--- config.mk ---
export PLATFORM = sky130hd
export DESIGN_NAME = mc_controller_flat
export DESIGN_NICKNAME = d
export VERILOG_FILES = /design/src/rtl/mc_controller_if.sv /design/src/rtl/mc_controller.sv /design/src/flat_wrapper.sv
export SDC_FILE = /design/constraint.sdc
export NUM_CORES = 1
export LEC_CHECK = 0
export ABC_AREA = 0
export BUFFER_PORTS_ARGS = -buffer_cell sky130_fd_sc_hd__buf_2
export CELL_PAD_IN_SITES_DETAIL_PLACEMENT = 1
export CELL_PAD_IN_SITES_GLOBAL_PLACEMENT = 2
export CORE_MARGIN = 2
export CORE_UTILIZATION = 23
export CTS_BUF_LIST = sky130_fd_sc_hd__clkbuf_4
export DETAILED_ROUTE_END_ITERATION = 16
export PLACE_DENSITY_LB_ADDON = 0.3
export SLEW_MARGIN = 25
export SYNTH_ARGS = -nofsm -noshare
export SYNTH_HDL_FRONTEND = slang
export SYNTH_SLANG_ARGS = --single-unit
--- constraint.sdc ---
create_clock -name clk -period 3.69 [get_ports clk]
set_input_delay 0.1845 -clock clk [delete_from_list [all_inputs] [get_ports clk]]
set_output_delay 0.1845 -clock clk [all_outputs]
set_load 0.005 [all_outputs]
--- src/rtl/mc_controller_if.sv ---
// Control bundle between the multicycle MIPS controller and its datapath:
// instruction fields and ALU flag in, every enable/select and debug state out.
interface mc_controller_if;
    logic [5:0] op;
    logic [5:0] funct;
    logic       zero;
    logic       iord;
    logic       memwrite;
    logic       irwrite;
    logic       regdst;
    logic       memtoreg;
    logic       regwrite;
    logic       alusrca;
    logic [1:0] alusrcb;
    logic [1:0] pcsrc;
    logic [2:0] alucontrol;
    logic       pcen;
    logic       instret;
    logic [3:0] state;

    modport master (
        input  op, funct, zero,
        output iord, memwrite, irwrite, regdst, memtoreg, regwrite,
               alusrca, alusrcb, pcsrc, alucontrol, pcen, instret, state
    );

    modport slave (
        output op, funct, zero,
        input  iord, memwrite, irwrite, regdst, memtoreg, regwrite,
               alusrca, alusrcb, pcsrc, alucontrol, pcen, instret, state
    );
endinterface

--- src/rtl/mc_controller.sv ---
// Moore control FSM for the multicycle MIPS core: sequences fetch, decode,
// execute, memory and writeback over the shared datapath, one instruction at a time.
module mc_controller (
    input  logic               clk,
    input  logic               reset,
    mc_controller_if.master    bus
);
    typedef enum logic [3:0] {
        FETCH   = 4'd0,
        DECODE  = 4'd1,
        MEMADR  = 4'd2,
        MEMRD   = 4'd3,
        MEMWB   = 4'd4,
        MEMWR   = 4'd5,
        RTYPEEX = 4'd6,
        RTYPEWB = 4'd7,
        BEQEX   = 4'd8,
        ADDIEX  = 4'd9,
        ADDIWB  = 4'd10,
        JEX     = 4'd11,
        BNEEX   = 4'd12
    } state_t;

    localparam logic [5:0] OP_LW   = 6'b100011;
    localparam logic [5:0] OP_SW   = 6'b101011;
    localparam logic [5:0] OP_R    = 6'b000000;
    localparam logic [5:0] OP_BEQ  = 6'b000100;
    localparam logic [5:0] OP_BNE  = 6'b000101;
    localparam logic [5:0] OP_ADDI = 6'b001000;
    localparam logic [5:0] OP_J    = 6'b000010;

    localparam logic [2:0] ALU_ADD = 3'b010;
    localparam logic [2:0] ALU_SUB = 3'b110;

    state_t state_q, state_d;
    logic   pcwrite, irwrite_raw, regwrite_raw, memwrite_raw, instret_raw;

    always_ff @(posedge clk) begin
        if (reset) state_q <= FETCH;
        else       state_q <= state_d;
    end

    always_comb begin
        state_d         = FETCH;
        pcwrite         = 1'b0;
        irwrite_raw     = 1'b0;
        regwrite_raw    = 1'b0;
        memwrite_raw    = 1'b0;
        instret_raw     = 1'b0;
        bus.iord        = 1'b0;
        bus.regdst      = 1'b0;
        bus.memtoreg    = 1'b0;
        bus.alusrca     = 1'b0;
        bus.alusrcb     = 2'b00;
        bus.pcsrc       = 2'b00;
        bus.alucontrol  = 3'b000;
        case (state_q)
            FETCH: begin
                state_d        = DECODE;
                irwrite_raw    = 1'b1;
                pcwrite        = 1'b1;
                bus.alusrcb    = 2'b01;
                bus.alucontrol = ALU_ADD;
            end
            DECODE: begin
                bus.alusrcb    = 2'b11;
                bus.alucontrol = ALU_ADD;
                case (bus.op)
                    OP_LW, OP_SW: state_d = MEMADR;
                    OP_R:         state_d = RTYPEEX;
                    OP_BEQ:       state_d = BEQEX;
                    OP_BNE:       state_d = BNEEX;
                    OP_ADDI:      state_d = ADDIEX;
                    OP_J:         state_d = JEX;
                    default: begin
                        // unknown opcode retires here as a nop
                        state_d     = FETCH;
                        instret_raw = 1'b1;
                    end
                endcase
            end
            MEMADR, ADDIEX: begin
                if (state_q == ADDIEX) state_d = ADDIWB;
                else                   state_d = (bus.op == OP_SW) ? MEMWR : MEMRD;
                bus.alusrca    = 1'b1;
                bus.alusrcb    = 2'b10;
                bus.alucontrol = ALU_ADD;
            end
            MEMRD: begin
                state_d  = MEMWB;
                bus.iord = 1'b1;
            end
            MEMWB: begin
                bus.memtoreg = 1'b1;
                regwrite_raw = 1'b1;
                instret_raw  = 1'b1;
            end
            MEMWR: begin
                bus.iord     = 1'b1;
                memwrite_raw = 1'b1;
                instret_raw  = 1'b1;
            end
            RTYPEEX: begin
                state_d     = RTYPEWB;
                bus.alusrca = 1'b1;
                case (bus.funct)
                    6'b100010: bus.alucontrol = 3'b110;
                    6'b100100: bus.alucontrol = 3'b000;
                    6'b100101: bus.alucontrol = 3'b001;
                    6'b101010: bus.alucontrol = 3'b111;
                    default:   bus.alucontrol = ALU_ADD;
                endcase
            end
            RTYPEWB: begin
                bus.regdst   = 1'b1;
                regwrite_raw = 1'b1;
                instret_raw  = 1'b1;
            end
            ADDIWB: begin
                regwrite_raw = 1'b1;
                instret_raw  = 1'b1;
            end
            BEQEX, BNEEX: begin
                bus.alusrca    = 1'b1;
                bus.alucontrol = ALU_SUB;
                bus.pcsrc      = 2'b01;
                instret_raw    = 1'b1;
            end
            JEX: begin
                bus.pcsrc   = 2'b10;
                pcwrite     = 1'b1;
                instret_raw = 1'b1;
            end
            default: state_d = FETCH;
        endcase
    end

    // reset masks every architectural write so an abandoned instruction has no effect
    assign bus.pcen     = ~reset & (pcwrite | ((state_q == BEQEX) & bus.zero)
                                            | ((state_q == BNEEX) & ~bus.zero));
    assign bus.irwrite  = ~reset & irwrite_raw;
    assign bus.regwrite = ~reset & regwrite_raw;
    assign bus.memwrite = ~reset & memwrite_raw;
    assign bus.instret  = ~reset & instret_raw;
    assign bus.state    = state_q;
endmodule

--- src/flat_wrapper.sv ---
// flat-port wrapper written by rule: the top's interface ports become plain ports
module mc_controller_flat 
  (clk, reset, bus_op, bus_funct, bus_zero, bus_iord, bus_memwrite, bus_irwrite, bus_regdst, bus_memtoreg, bus_regwrite, bus_alusrca, bus_alusrcb, bus_pcsrc, bus_alucontrol, bus_pcen, bus_instret, bus_state);
  mc_controller_if bus_i ();
  input  logic clk;
  input  logic reset;
  input wire logic [$bits(bus_i.op)-1:0] bus_op;
  input wire logic [$bits(bus_i.funct)-1:0] bus_funct;
  input wire logic [$bits(bus_i.zero)-1:0] bus_zero;
  output wire logic [$bits(bus_i.iord)-1:0] bus_iord;
  output wire logic [$bits(bus_i.memwrite)-1:0] bus_memwrite;
  output wire logic [$bits(bus_i.irwrite)-1:0] bus_irwrite;
  output wire logic [$bits(bus_i.regdst)-1:0] bus_regdst;
  output wire logic [$bits(bus_i.memtoreg)-1:0] bus_memtoreg;
  output wire logic [$bits(bus_i.regwrite)-1:0] bus_regwrite;
  output wire logic [$bits(bus_i.alusrca)-1:0] bus_alusrca;
  output wire logic [$bits(bus_i.alusrcb)-1:0] bus_alusrcb;
  output wire logic [$bits(bus_i.pcsrc)-1:0] bus_pcsrc;
  output wire logic [$bits(bus_i.alucontrol)-1:0] bus_alucontrol;
  output wire logic [$bits(bus_i.pcen)-1:0] bus_pcen;
  output wire logic [$bits(bus_i.instret)-1:0] bus_instret;
  output wire logic [$bits(bus_i.state)-1:0] bus_state;
  assign bus_i.op = bus_op;
  assign bus_i.funct = bus_funct;
  assign bus_i.zero = bus_zero;
  assign bus_iord = bus_i.iord;
  assign bus_memwrite = bus_i.memwrite;
  assign bus_irwrite = bus_i.irwrite;
  assign bus_regdst = bus_i.regdst;
  assign bus_memtoreg = bus_i.memtoreg;
  assign bus_regwrite = bus_i.regwrite;
  assign bus_alusrca = bus_i.alusrca;
  assign bus_alusrcb = bus_i.alusrcb;
  assign bus_pcsrc = bus_i.pcsrc;
  assign bus_alucontrol = bus_i.alucontrol;
  assign bus_pcen = bus_i.pcen;
  assign bus_instret = bus_i.instret;
  assign bus_state = bus_i.state;
  mc_controller u_core (.clk(clk), .reset(reset), .bus(bus_i));
endmodule
==> flow_summary_export.csv <==
group,metric,value,unit
power_and_ir_drop,switchingPower,0.0463,mW
flow_run,max_cap_viol_count,0,
synthesis,yosys-top-cells-count,"nor2_1 (12), nor3_1 (6), buf_2 (5), o21ai_0 (5)",
sta,timing.final.crit_share,55.6,%
global_routing,grt-ovfl-total,0,
sta,setup_violations,0,
cts,cts_tree,"yes",
critical_path,required,3.51,ns
sta,tns,0,ns
synthesis,yosysMostFrequentCell,"nor2_1",
die,die_x,54.6,µm
min_path,min_from,"bus_op[2]",
die,dieHeight,54.6,µm
synthesis,seq_area_frac_synth,13.6,%
placement,io_buffers,34,
cts,numCtsBuffers,3,
final_layout,layout.nets,134,
die,start_util,24.0,%
drt,drt_iter0_markers,5,
global_routing,gr-usage-all-layers,15.0,%
critical_path,cp_top_family,"flip-flops",
power_and_ir_drop,p_sw_share,31.2,%
critical_path,cp-start-kind,"register",
sta,finClkSkew,0.00154,ns
synthesis,ys.flop_type,"dfxtp_1",
cts,cts.clk_slew.worst_paths,0.04,ns
drt,ant_nets,0,
final_layout,synthToLayoutAreaGrowth,33.0,%
cts,holdBufCountCts,0,
sta,min_period,2.05,ns
power_and_ir_drop,power_density,190,nW/µm²
synthesis,asyncSetResetFlopFracSynth,0,%
critical_path,slowest_stage,"dfxtp_1",
synthesis,synth-edff-count,0,
final_layout,drive_gt1_share,38.5,%
critical_path,worstPathArrival,1.87,ns
power_and_ir_drop,finalPower,0.148,mW
synthesis,postSynthAreaPerCell,6.84,µm²
min_path,hp-class,"input pin to register",
synthesis,syn-num-nets,101,
sta,rsz0062_at_grt,"no",
power_and_ir_drop,leakage,0.343,nW
final_layout,largest_reg_flops,4,
sta,relSlewSlack,57.6,%
drt,drc,0,
placement,dp_hpwl,1.60,mm
cts,cts_max_path_buffers,2,
placement,place_ws,1.91,ns
synthesis,ys_warn_count,0,
global_routing,antenna_found_initial,0,
cts,h-tree-depth,1,
drt,drt-total-wl,2.04,mm
power_and_ir_drop,seqPwrFrac,34.7,%
cts,clkLatencyLatePin,0.24,ns
min_path,hold_depth,3,
cts,post_cts_resized,0,
final_layout,antenna_cells,0,
critical_path,path_max_fanout,21,
die,io_pins,35,
power_and_ir_drop,peakVddDrop,98.7,µV
synthesis,ys_types,39,
critical_path,rr_startpoint,"u_core.bus.state[0]",
die,core,2450,µm²
min_path,hold_end,"u_core.bus.state[3]",
power_and_ir_drop,clkPwrFrac,37.1,%
cts,numClockSinks,4,
synthesis,syn_inst,86,
global_routing,grt_max_degree,22,
cts,cts-root-buf,"clkbuf_4",
critical_path,r2r-end,"u_core.bus.state[1]",
sta,tightest_slew,0.635,ns
synthesis,synth_top_cell_area_share,13.6,%
synthesis,synth_area,588,µm²
global_routing,grt_pass1_wl,3.27,mm
critical_path,critPathBufInv,1,
placement,routabilityCongestion,0.709,
die,rows,18,
global_routing,grt_pass1_vias,718,
drt,viasPerCell,5.04,
status,outcome,"finished, final reports clean",
sta,hold_violations,0,
cts,post_cts_buffers,0,
critical_path,worst-setup-path-type,"register to output pin",
die,fp.dieArea,2980,µm²
power_and_ir_drop,internal-power,0.102,mW
placement,dpl-instance-area,759,µm²
sta,fmax,0.487,GHz
sta,layout_setup_ws,1.64,ns
drt,first_pass_iters,3,
final_layout,post-route-cell-area,782,µm²
power_and_ir_drop,pwr-share-comb,28.2,%
drt,num_vias,741,
synthesis,yosys.area.top_type,"dfxtp_1",
critical_path,end_kind,"output pin",
sta,drv_slew,0,
drt,post_drt_wl_per_cell,13.9,µm
critical_path,r2r_cells,4,
critical_path,cpPeakStageDelay,0.71,ns
synthesis,synth.area.top_cells,"dfxtp_1 (14%), nor2_1 (7.7%), nor3_1 (5.1%)",
critical_path,rrSetupSlack,2.06,ns
critical_path,worstPathCellList,"or3b_1, nor3_1, a32o_1, buf_2",
synthesis,ys_ff_latch,4,
final_layout,fin_util,31.9,%
## cell families after synthesis
group	synth area share, %
and+or+nand+nor	43.4
AOI/OAI and AO/OA	29.8
buffers and inverters	8.72
DFF	13.6
xor gates and xnor gates	4.47
## cell type report
type / count / area [µm²]
repair buffers: 34 / 170
multi-input cells: 72 / 457
inverters: 4 / 15.0
flip-flops and latches: 4 / 80.1
fillers: 336 / 1670
well taps: 30 / 37.5
clock buffers: 3 / 22.5
## cells in the final DEF, fill, tap and decap left out, types with 2 or more instances in the layout
master    netlist  routed
inv_1           3       3
nand2b_1        4       4
a21oi_1         4       4
buf_2           5      34
nor2_1         12      12
and2_1          2       2
xor2_1          2       2
nand2_1         4       4
a21boi_1        2       2
clkbuf_4        0       3
o21a_1          3       3
nor3_1          6       6
nor4b_1         2       2
dfxtp_1         4       4
o21ai_0         5       5
o21ai_1         2       2
nand3_1         3       3
## worst max path at each step
stage / from / end / cells after the start / slack [ns]
3_5_place_dp: u_core.bus.state[0] / bus_instret / 4 / 1.91
3_3_place_gp: u_core.bus.state[2] / bus_pcen / 5 / 1.93
4_1_cts: u_core.bus.state[2] / bus_pcen / 5 / 1.65
5_1_grt: u_core.bus.state[0] / bus_instret / 4 / 1.52
2_1_floorplan: u_core.bus.state[0] / bus_pcen / 5 / 2.34
6_report: u_core.bus.state[0] / bus_instret / 4 / 1.64
## per-stage QoR
stage,hold WS [ns],instances
floorplan,0.383,86
global placement,0.570,144
finish,0.315,147
detailed placement,0.558,144
CTS,0.316,147
global route,0.371,147
## power groups by stage
| stage | Sequential (mW) | Clock [mW] | Combinational [mW] |
|---|---|---|---|
| finish | 0.0515 | 0.0550 | 0.0418 |
| global route | 0.0520 | 0.0585 | 0.0474 |
| CTS | 0.0513 | 0.0559 | 0.0423 |
| detailed placement | 0.0520 | 0 | 0.0421 |
| global placement | 0.0519 | 0 | 0.0409 |
| floorplan | 0.0468 | 0 | 0.0269 |
## per-layer routing
metal | vias to the layer above | global-route usage [%] | share of wire (%)
met2 | 24 | 27.1 | 48
met5 | - | 0 | 0
li1 | 375 | - | -
met3 | 2 | 1.64 | 5.6
met1 | 340 | 18.3 | 46
met4 | 0 | 5.00 | 0.39
## worst min-delay path: cells and delay by family
| family | cells | cell delay [ns] |
|---|---|---|
| AO/OA/AOI/OAI | 2 | 0.22 |
| buffers and inverters | 1 | 0.11 |
No activity file was read; power rests on OpenSTA's default activity.
